**src/rtl/sma_filter.sv**
```systemverilog
// Simple moving average over the last 2^LOG2_WINDOW tick-qualified samples.
// Output is floor(sum / N) with a one-cycle valid pulse per accepted sample.
module sma_filter #(
    parameter int WIDTH       = 8,
    parameter int LOG2_WINDOW = 3
) (
    input  logic             clk,
    input  logic             rst_n,
    input  logic             tick,
    input  logic [WIDTH-1:0] din,
    output logic [WIDTH-1:0] avg_out,
    output logic             avg_valid,
    output logic             filled
);

    localparam int unsigned N  = 1 << LOG2_WINDOW;
    localparam int          SW = WIDTH + LOG2_WINDOW;

    localparam logic [LOG2_WINDOW:0]   N_CNT   = (LOG2_WINDOW + 1)'(N);
    localparam logic [LOG2_WINDOW:0]   CNT_ONE = (LOG2_WINDOW + 1)'(1);
    localparam logic [LOG2_WINDOW-1:0] PTR_ONE = LOG2_WINDOW'(1);

    logic [WIDTH-1:0]       mem [N];
    logic [LOG2_WINDOW-1:0] wr_ptr;
    logic [SW-1:0]          sum;
    logic [LOG2_WINDOW:0]   count;

    logic [WIDTH-1:0]       oldest;
    logic [SW-1:0]          next_sum;
    logic [LOG2_WINDOW:0]   count_inc;

    // Zero-initialised buffer makes warm-up samples count as zero.
    always_comb begin
        oldest    = mem[wr_ptr];
        next_sum  = sum + SW'(din) - SW'(oldest);
        count_inc = count + CNT_ONE;
    end

    always_ff @(posedge clk) begin
        if (!rst_n) begin
            for (int unsigned i = 0; i < N; i++) begin
                mem[i] <= '0;
            end
            wr_ptr    <= '0;
            sum       <= '0;
            count     <= '0;
            avg_out   <= '0;
            avg_valid <= 1'b0;
            filled    <= 1'b0;
        end else if (tick) begin
            mem[wr_ptr] <= din;
            wr_ptr      <= wr_ptr + PTR_ONE;
            sum         <= next_sum;
            avg_out     <= next_sum[SW-1:LOG2_WINDOW];
            avg_valid   <= 1'b1;
            if (count != N_CNT) begin
                count <= count_inc;
            end
            filled <= (count_inc >= N_CNT);
        end else begin
            avg_valid <= 1'b0;
        end
    end

endmodule

```
**config.mk**
```make
export PLATFORM = sky130hd
export DESIGN_NAME = sma_filter
export DESIGN_NICKNAME = d
export VERILOG_FILES = /design/src/rtl/sma_filter.sv
export SDC_FILE = /design/constraint.sdc
export NUM_CORES = 1
export LEC_CHECK = 0
export CAP_MARGIN = 20
export CORE_MARGIN = 5
export CORE_UTILIZATION = 40
export DETAILED_ROUTE_END_ITERATION = 12
export PLACE_DENSITY = 0.68
export SETUP_SLACK_MARGIN = 0.2
export SLEW_MARGIN = 20
export SYNTH_ARGS = -nofsm -noshare
export SYNTH_HDL_FRONTEND = slang
export SYNTH_SLANG_ARGS = --single-unit
```
**constraint.sdc**
```tcl
create_clock -name clk -period 5.4 [get_ports clk]
set_input_delay 1.08 -clock clk [delete_from_list [all_inputs] [get_ports clk]]
set_output_delay 1.08 -clock clk [all_outputs]
set_load 0.05 [all_outputs]
```
-- Word level (Yosys, flattened, before mapping)
Memories as Yosys holds them, arrays and structs flattened. A register that Yosys moved wholly into a read port is not among the register bits.
Cells that the tools add are included.
- add/subtract/negate cells: 4
- magnitude comparators: 1
- eq/ne operators: 1
- multiplexer cells: 9
- reduce and logical (&&, ||, !) cells: 2
- operator list (kind ; number):
    $add A11 B8 Y11 ; 1
    $sub A11 B8 Y11 ; 1
    $mux W3 ; 3
    $mux W8 ; 1
    $reduce_or A8 Y1 ; 1
    $mux W1 ; 5
    $add A4 B1 Y4 const B ; 1
    $ge A4 B4 Y1 const B ; 1
    $ne A4 B4 Y1 const B ; 1
    $add A3 B1 Y3 const B ; 1
    $reduce_and A2 Y1 ; 1
- bits in registers: 28
- bits in writable memories: 64
- bits of input ports: 11
- output and inout port bits: 10
- word-level logic and storage cells: 24
- memories kept: 1
- memories (name ; depth ; bits a word ; read ports ; clocked after Yosys merged registers in ; write ports ; RTL line ; RTL):
    mem ; 8 ; 8 ; 1 ; 1 ; 8 ; 23 ; logic [WIDTH-1:0] mem [N];

-- Depth between registers and ports, before layout
Gate-level depths: netlist (run 1).
- depth in word-level cells: 5
- depth in mapped cells: 13
- mapped depth without buffers: 11

-- Worst setup path before layout (run 1)
Ideal clock, no wire load.
- kind: register to register
- start point: register with a tool-made name
- end point: register avg_out[3]
- library setup time: 122 ps
- arrival time: 3150 ps
- required time: 5278 ps
- setup slack: 2128 ps
- cell stages (with the launch flop): 13
- path buffers: 2
- path through: dfxtp_1 > buf_6 > buf_12 > mux4_1 > mux2_2 > fa_1 > inv_1 > fa_1 > a21oi_1 > o21ai_0 > a21oi_1 > nor4bb_1 > a221o_1
- RTL lines (what ; RTL line ; RTL):
    end signal, assigned ; 54 ; avg_out <= next_sum[SW-1:LOG2_WINDOW];
    end, declared ; 11 ; output logic [WIDTH-1:0] avg_out,

==> flow_summary.yaml, run 1 <==
clock_network:
  insertion_delay_ns: 0.34
  cts_setup_buffers: 0
  clockBufferDepth: 2
  root_buffer: "clkbuf_16"
  path_clk_slew_ns: 0.06
  cts.sinks: 87
  cts_hold_buf: 0
  cts_inserted_buffers: 9
  cts_tree: "done"
  htreeDepth: 3
  cts_resized: 0
global_routing:
  grt_max_degree: 36
  antenna_found_initial: 0
  grt_first_pass_wirelength_mm: 16.2
  grt-ovfl-total: 0
  track_usage_pct: 14.7
  grt_pass1_vias: 2995
route:
  drt_wl_total_mm: 9.92
  routed_via_density: 5.61
  wire_per_inst_um: 18.4
  ant_nets: 0
  dr.pass1.iters: 5
  drtIter0Drc: 225
  vias: 3019
  remaining_drc_errors: 0
sta:
  max_slew_margin_pct: 39.0
  worst_pin_slew_ns: 0.913
  rsz0062_at_grt: "no"
  setup_tns_ns: 0
  setup_viol: 0
  period_share_pct: 73.0
  finalCriticalPeriod_ns: 3.94
  max_freq_mhz: 254
  slew_viol_final: 0
  hold_violations: 0
  skew_ns: 0.0103
synthesis:
  yosys_register_bits: 87
  yosysWarningCount: 0
  syn_avg_cell_area_um2: 12.2
  synthCells: 386
  ys_types: 51
  synth_ff_type: "edfxtp_1"
  ys_seq_area_share_pct: 50.7
  ys_async_sr_fraction_pct: 0
  syn-num-nets: 419
  synth_edf_count: 64
  syn_area_um2: 4700
cells_and_area:
  diodes: 0
  nFillCells: 1003
  final_area_um2: 5260
  layout-drive-gt1-share_pct: 9.11
  layout.nets: 423
  stdcell_count: 538
  syn2layout_area_growth_pct: 12.0
power:
  ir_drop_v: 0.000201
  p_total_w: 0.00221
  p_per_area_nw_per_um2: 420
  power_leakage_nw: 1.96
die:
  fp.dieH_um: 118
  dieArea_um2: 14000
  core_um2: 11500
  num_rows: 39
  ios: 21
  initial_utilization_pct: 41.0
  die_w_um: 118
worst_setup_path:
  slowest_stage: "dfxtp_1"
  crit_family: "flip-flops"
  cp_data_arrival_time_ns: 4.16
  end_kind: "register"
  cp_slowest_stage_delay_ns: 0.92
  required_ns: 5.61
  crit_chain: "mux4_1, mux2_2, fa_1, inv_1, ha_1, a21oi_1, o21ai_0, a21boi_0, nor4b_1, o311ai_1"
  cp_max_fo: 16
  crit_buf_inv: 1
  worst_setup_path_start_kind: "register"
  critPathKind: "register to register"
run:
  max_cap_viol_count: 0
place:
  io_buffers: 20
  placedInstanceArea_um2: 4940
  hpwl_mm: 6.81
  place.gp.congestion: 0.786
  post-place-cells: 522
worst_hold_path:
  hold_path_class: "register to register"
outcome:
  status: "completed"
[logic make-up (layout without fill, tap and decap cells)]
logic type | after synthesis | in the layout | synth area share (%)
mux | 29 | 29 | 11.9
buf+inv | 75 | 84 | 7.41
fa+ha+maj | 22 | 22 | 7.14
flops | 87 | 87 | 50.7
xor+xnor | 10 | 10 | 1.86
simple gates | 124 | 124 | 15.5
compound gates | 39 | 39 | 5.57
[worst paths after layout]
| check | startpoint | end | slack (ns) | cells after the start |
|---|---|---|---|---|
| worst max-delay path | register | avg_out[7] | 1.46 | 10 |
| worst max register to register | register | avg_out[7] | 1.46 | 10 |
| worst min-delay path | filled | filled | 0.49 | 1 |
| worst min register to register | filled | filled | 0.49 | 1 |
[state kept, by name (all words and copies together), names as in the netlist, named ones only]
name and flops:
wr_ptr 3, avg_out 8, count 4, mem 64, avg_valid 1, sum 3, filled 1
[final cells by class]
type | count | area [µm²] | share of cell area (%)
flip-flops and latches | 87 | 2380 | 45.3
multi-input cells | 224 | 1970 | 37.4
repair buffers | 28 | 260 | 4.95
clock buffers | 9 | 225 | 4.28
well taps | 143 | 179 | 3.40
inverters | 40 | 150 | 2.86
clock inverters | 7 | 95.1 | 1.81
[routing by layer]
metal	track usage (%)	routed length, µm	vias to the layer above
met3	3.10	575	9
met5	0	0	-
met2	24.3	5000	102
met1	19.2	4190	1474
li1	-	-	1434
met4	5.23	151	0
[synthesized netlist by cell type, drive strengths merged (2+ instances only)]
| cell type | n | area share [%] |
|---|---|---|
| fa | 8 | 3.4 |
| a21boi | 2 | 0.32 |
| clkbuf | 12 | 0.96 |
| dfxtp | 23 | 9.8 |
| mux2i | 5 | 1.1 |
| a211oi | 2 | 0.32 |
| nand3b | 6 | 0.96 |
| nor4 | 29 | 3.9 |
| nand4b | 3 | 0.56 |
| and2 | 18 | 2.4 |
| nor2b | 5 | 0.67 |
| nand4 | 3 | 0.40 |
| xor2 | 3 | 0.56 |
| inv | 33 | 2.6 |
| o211a | 2 | 0.43 |
| ha | 14 | 3.7 |
| xnor2 | 7 | 1.3 |
| mux2 | 8 | 1.9 |
| o21a | 2 | 0.32 |
| nor3 | 29 | 3.1 |
| nand3 | 6 | 0.64 |
| edfxtp | 64 | 41 |
| clkinv | 7 | 0.56 |
| a21o | 2 | 0.32 |
| mux4 | 16 | 8.9 |
| nand2 | 12 | 1.0 |
| nand2b | 8 | 1.1 |
| o21ai | 9 | 0.96 |
| a21oi | 11 | 1.2 |
| buf | 23 | 3.2 |
[cells in the final DEF (no fill, tap or decap), types with 2 or more instances in the layout]
cell and count:
nand3b_1 6, o211a_1 2, bufinv_16 2, xnor2_1 7
mux2i_1 5, nand4_1 3, nor2b_1 5, o21ai_0 8
nor3_1 29, a211oi_1 2, mux4_1 15, ha_1 14
and2_1 18, fa_1 8, clkbuf_16 9, edfxtp_1 64
buf_4 8, dfxtp_1 23, clkdlybuf4s50_1 20, a21o_1 2
nand2_1 11, a21oi_1 11, nand4b_1 3, o21a_1 2
xor2_1 3, mux2_2 8, inv_1 33, clkinv_1 8
nand2b_1 8, nand3_1 6, a21boi_0 2, nor4_1 29
clkinv_4 2
[power breakdown]
| group | total, W | internal [W] | switching, W |
|---|---|---|---|
| sequential | 0.000826 | 0.000774 | 0.0000526 |
| combinational | 0.000722 | 0.000294 | 0.000428 |
| clock | 0.000660 | 0.000406 | 0.000254 |
| total | 0.00221 | 0.00147 | 0.000734 |
[stage by stage]
step	setup slack [ns]	utilization (%)	hold slack [ns]
4_1_cts	1.42	45.9	0.488
5_1_grt	1.14	45.9	0.516
2_1_floorplan	2.13	-	0.454
6_report	1.46	45.9	0.488
3_5_place_dp	1.37	43.1	0.474
3_3_place_gp	1.46	43.1	0.463
Power figures use the tool's default switching activity.
==> run 2, diff against run 1 <==
--- a/config.mk
+++ b/config.mk
@@ -9,7 +9,7 @@
 export CORE_MARGIN = 5
 export CORE_UTILIZATION = 40
 export DETAILED_ROUTE_END_ITERATION = 12
-export PLACE_DENSITY = 0.68
+export PLACE_DENSITY = 0.7
 export SETUP_SLACK_MARGIN = 0.2
 export SLEW_MARGIN = 20
 export SYNTH_ARGS = -nofsm -noshare
==> constraint.sdc (replaced) <==
create_clock -name clk -period 3.5 [get_ports clk]
set_input_delay 0.7 -clock clk [delete_from_list [all_inputs] [get_ports clk]]
set_output_delay 0.7 -clock clk [all_outputs]
set_load 0.05 [all_outputs]
==> run 2 against run 1 <==
  * Sequential power up 53%
  * Total power is 64% higher
  * Hold slack got worse by 0.00090 ns
  * Clock power rose by 40%
  * Sequential share of layout area shrank 2.3 points
  * Clock-buffer cell count grew 1
  * Maximum frequency grew 22%
  * Clock skew barely moved
  * Global-route usage increased by 0.49 points
  * Largest power group is now combinational cells
  * Highest routed layer unchanged
==> flow_summary.yaml, run 2 (synthesis results as in run 1) <==
clock_network:
  path_clk_slew_ns: 0.06
  root_buffer: "clkbuf_16"
  insertion_delay_ns: 0.35
  clockBufferDepth: 2
  htreeDepth: 3
  cts_tree: "done"
  cts_hold_buf: 0
  cts.sinks: 87
  cts_inserted_buffers: 9
route:
  routed_via_density: 5.59
  remaining_drc_errors: 0
  wire_per_inst_um: 19.1
  ant_nets: 0
  drtIter0Drc: 341
  dr.pass1.iters: 5
  vias: 3139
  drt_wl_total_mm: 10.7
run:
  max_cap_viol_count: 0
global_routing:
  track_usage_pct: 15.2
  grt-ovfl-total: 0
  grt_max_degree: 35
  antenna_found_initial: 0
  grt_pass1_vias: 3110
  grt_first_pass_wirelength_mm: 16.7
place:
  hpwl_mm: 7.34
  place.gp.congestion: 0.832
  io_buffers: 20
  placedInstanceArea_um2: 5140
sta:
  hold_violations: 0
  max_freq_mhz: 310
  hold_ws_ns: 0.487
  rsz0062_at_grt: "yes"
  max_slew_margin_pct: 63.1
  setup_tns_ns: 0
  period_share_pct: 92.1
  worst_pin_slew_ns: 0.553
  setup_viol: 0
  finalCriticalPeriod_ns: 3.22
  slew_viol_final: 0
  skew_ns: 0.0102
die:
  fp.dieH_um: 118
  dieArea_um2: 14000
  core_um2: 11500
  die_w_um: 118
  num_rows: 39
  ios: 21
  initial_utilization_pct: 41.0
worst_setup_path:
  required_ns: 3.73
  crit_end: "avg_out[3]"
  worst_setup_path_start_kind: "register"
  r2r_cells: 11
  cp_max_fo: 8
  timing.rr.end: "avg_out[3]"
  rrSetupSlack_ns: 0.28
  end_kind: "register"
  critPathKind: "register to register"
  cp_data_arrival_time_ns: 3.45
cells_and_area:
  largest_reg_flops: 64
  layout.nets: 447
  diodes: 0
  layout-drive-gt1-share_pct: 20.3
  finish.utilization_pct: 48.4
  final_area_um2: 5550
  final_cell_mix: "edfxtp_1, inv_1, nor3_1, nor4_1, buf_4"
  top_regs: "mem: 64 flops, avg_out: 8 flops, count: 4 flops"
  syn2layout_area_growth_pct: 18.1
  final_common_cell: "edfxtp_1"
  top_register: "mem"
worst_hold_path:
  hold_path_class: "register to register"
power:
  p_per_area_nw_per_um2: 654
  ir_drop_v: 0.000345
  power_leakage_nw: 2.05
  p_int_w: 0.00233
  power_frac_comb_pct: 39.9
  swShare_pct: 35.9
  clkPwrFrac_pct: 25.4
  p_total_w: 0.00363
  p_seq_share_pct: 34.7
  p_sw_w: 0.00130
outcome:
  status: "completed"
-- run 2: power by group through the flow --
stage / sequential [W] / combinational (W) / clock, W
after floorplan: 0.00125 / 0.000915 / 0
after global placement: 0.00128 / 0.00117 / 0
after detailed placement: 0.00128 / 0.00119 / 0
after CTS: 0.00126 / 0.00129 / 0.000936
after global routing: 0.00127 / 0.00158 / 0.000973
final: 0.00126 / 0.00145 / 0.000921
-- run 2: cell type report --
| class | instances | area [µm²] |
|---|---|---|
| Fill cell | 965 | 5920 |
| Sequential cell | 87 | 2390 |
| Multi-Input combinational cell | 224 | 2070 |
| Timing Repair Buffer | 52 | 482 |
| Clock buffer | 10 | 229 |
| Tap cell | 143 | 179 |
| Inverter | 40 | 150 |
| Clock inverter | 6 | 50.0 |
-- run 2: stage by stage --
stage	setup WS, ns	cells
2_1_floorplan	0.228	386
3_3_place_gp	0.0647	545
3_5_place_dp	0.0301	545
4_1_cts	0.191	561
5_1_grt	0.133	562
6_report	0.276	562
-- run 2: how the worst min path moves through the flow --
stage	start	slack, ns	endpoint	cells past startpoint
after floorplan	sum[2]	0.45	sum[2]	1
after global placement	sum[2]	0.46	sum[2]	1
after CTS	sum[2]	0.49	sum[2]	1
after global routing	filled	0.51	filled	1
after detailed placement	sum[2]	0.47	sum[2]	1
final	sum[2]	0.49	sum[2]	1
-- run 2: critical path: stages, from the launching register on --
cell and delay (ns):
dfxtp_4 0.37, buf_12 0.13, mux4_1 0.54, mux2_2 0.28, fa_1 0.52, inv_1 0.09, fa_2 0.38, a21oi_4 0.21
o21ai_1 0.10, a21oi_2 0.16, nor4bb_1 0.07, a221o_1 0.25
-- run 2: routing by layer --
metal	GRT usage, %	wire length [µm]	vias to the layer above
met1	19.1	4480	1541
li1	-	-	1480
met2	26.6	5490	107
met5	0	0	-
met3	2.82	614	11
met4	4.80	159	0
-- run 2: what timing repair did --
action,CTS,global route
resized for setup,11,28
setup buffers,0,1
pin swaps,2,9
endpoints found under the setup margin,5,5
==> run 3, diff against run 2 <==
--- a/config.mk
+++ b/config.mk
@@ -8,7 +8,9 @@
 export CAP_MARGIN = 20
 export CORE_MARGIN = 5
 export CORE_UTILIZATION = 40
+export CTS_CLUSTER_SIZE = 20
 export DETAILED_ROUTE_END_ITERATION = 12
+export MAX_ROUTING_LAYER = met4
 export PLACE_DENSITY = 0.7
 export SETUP_SLACK_MARGIN = 0.2
 export SLEW_MARGIN = 20
==> run 3 against run 2 <==
  * First-iteration DRC count fell by 9.1%
  * Via count barely moved
  * Sequential share of layout area fell by 0.058 points
  * Non-clock buffer count rose by 1
  * Combinational power barely moved
  * Design area rose by 0.14%
  * Flip-flop and latch count did not move
  * Clock-buffer cell count did not move
  * Critical path depth did not move
  * Largest power group unchanged
==> flow_summary.yaml, run 3 (synthesis results as in run 1) <==
outcome:
  status: "completed"
sta:
  max_slew_margin_pct: 62.9
  worst_pin_slew_ns: 0.555
  setup_viol: 0
  slew_viol_final: 0
  hold_violations: 0
  rsz0062_at_grt: "yes"
  max_freq_mhz: 309
  period_share_pct: 92.4
  finalCriticalPeriod_ns: 3.23
  setup_tns_ns: 0
  skew_ns: 0.00808
  worst_slack_ns: 0.266
power:
  p_per_area_nw_per_um2: 653
  ir_drop_v: 0.000343
  p_int_w: 0.00233
  swShare_pct: 35.7
  p_sw_w: 0.00130
  power_frac_comb_pct: 40.1
  p_seq_share_pct: 34.7
  clkPwrFrac_pct: 25.3
  power_leakage_nw: 2.06
route:
  routed_via_density: 5.58
  remaining_drc_errors: 0
  drt_wl_total_mm: 10.8
  dr.pass1.iters: 5
  wire_per_inst_um: 19.1
  drtIter0Drc: 310
  ant_nets: 0
  vias: 3141
cells_and_area:
  final_cell_mix: "edfxtp_1, inv_1, nor3_1, nor4_1, buf_4"
  top_regs: "mem: 64 flops, avg_out: 8 flops, count: 4 flops"
  layout.nets: 448
  layout-drive-gt1-share_pct: 20.5
  final_common_cell: "edfxtp_1"
  syn2layout_area_growth_pct: 18.2
  diodes: 0
  largest_reg_flops: 64
  top_register: "mem"
worst_setup_path:
  end_kind: "register"
  cp_max_fo: 8
  worst_setup_path_start_kind: "register"
  timing.rr.end: "avg_out[7]"
  critPathKind: "register to register"
  required_ns: 3.71
  r2r_cells: 11
  rrSetupSlack_ns: 0.27
  cp_data_arrival_time_ns: 3.45
worst_hold_path:
  min_delay_path_depth: 1
  min_from: "sum[2]"
  hold_end: "sum[2]"
  hold_path_class: "register to register"
die:
  die_w_um: 118
  dieArea_um2: 14000
  num_rows: 39
  core_um2: 11500
  fp.dieH_um: 118
  initial_utilization_pct: 41.0
  ios: 21
clock_network:
  clockBufferDepth: 2
  htreeDepth: 3
  root_buffer: "clkbuf_16"
  cts_inserted_buffers: 9
  insertion_delay_ns: 0.34
  cts_tree: "done"
  path_clk_slew_ns: 0.07
  cts.sinks: 87
place:
  place.gp.congestion: 0.845
  io_buffers: 20
  pre_cts_ws_ns: 0.0301
  hpwl_mm: 7.34
global_routing:
  grt_pass1_vias: 3121
  track_usage_pct: 15.6
  grt_first_pass_wirelength_mm: 16.7
  grt_max_degree: 35
  grt-ovfl-total: 0
  antenna_found_initial: 0
run:
  max_cap_viol_count: 0
run 3: metrics by stage:
| step | cells | utilization (%) | total power [W] | area [µm²] | hold slack, ns |
|---|---|---|---|---|---|
| finish | 563 | 48.4 | 0.00363 | 5550 | 0.487 |
| global route | 563 | 48.4 | 0.00383 | 5550 | 0.514 |
| CTS | 561 | 47.8 | 0.00348 | 5480 | 0.492 |
| detailed placement | 545 | 44.8 | 0.00247 | 5140 | 0.471 |
| global placement | 545 | 44.8 | 0.00245 | 5140 | 0.464 |
| floorplan | 386 | - | 0.00217 | 4700 | 0.454 |
run 3: worst max path at each step:
| stage | end | slack, ns | depth (start not counted) |
|---|---|---|---|
| detailed placement | avg_out[3] | 0.03 | 10 |
| CTS | avg_out[7] | 0.19 | 11 |
| global route | avg_out[7] | 0.10 | 11 |
| floorplan | avg_out[3] | 0.23 | 12 |
| global placement | avg_out[3] | 0.06 | 10 |
| finish | avg_out[7] | 0.27 | 11 |
run 3: critical path: stages (launching register included):
cell	delay [ns]
dfxtp_4	0.38
buf_12	0.14
mux4_2	0.52
mux2_4	0.29
fa_1	0.50
inv_1	0.07
ha_1	0.31
o21a_1	0.17
and4_4	0.25
a211oi_2	0.07
nor4b_2	0.28
o311ai_1	0.12
run 3: timing repair:
item	4_1_cts	5_1_grt
setup endpoints to repair	5	5
pin swaps	2	9
buffers inserted	0	2
gates resized for setup	11	28
endpoints found under the hold margin	0	0
hold buffers	0	0
run 3: metal layers:
layer / up-vias / global-route usage [%] / share of wire, %
met3: 12 / 2.24 / 4.9
met2: 110 / 26.7 / 51
met5: - / - / 0
met1: 1535 / 18.9 / 42
li1: 1484 / - / -
met4: 0 / 5.66 / 1.8
run 3: final cells by class:
class                   instances  area [µm²]
multi-input cells             224        2070
flip-flops and latches         87        2390
repair buffers                 53         489
clock buffers                  10         229
inverters                      40         150
fillers                       968        5910
clock inverters                 6        50.0
well taps                     143         179
run 3: power by group through the flow:
| stage | sequential, W | clock [W] | combinational, W |
|---|---|---|---|
| after detailed placement | 0.00128 | 0 | 0.00119 |
| after global routing | 0.00127 | 0.000969 | 0.00159 |
| final | 0.00126 | 0.000916 | 0.00145 |
| after global placement | 0.00128 | 0 | 0.00117 |
| after CTS | 0.00126 | 0.000936 | 0.00129 |
| after floorplan | 0.00125 | 0 | 0.000915 |
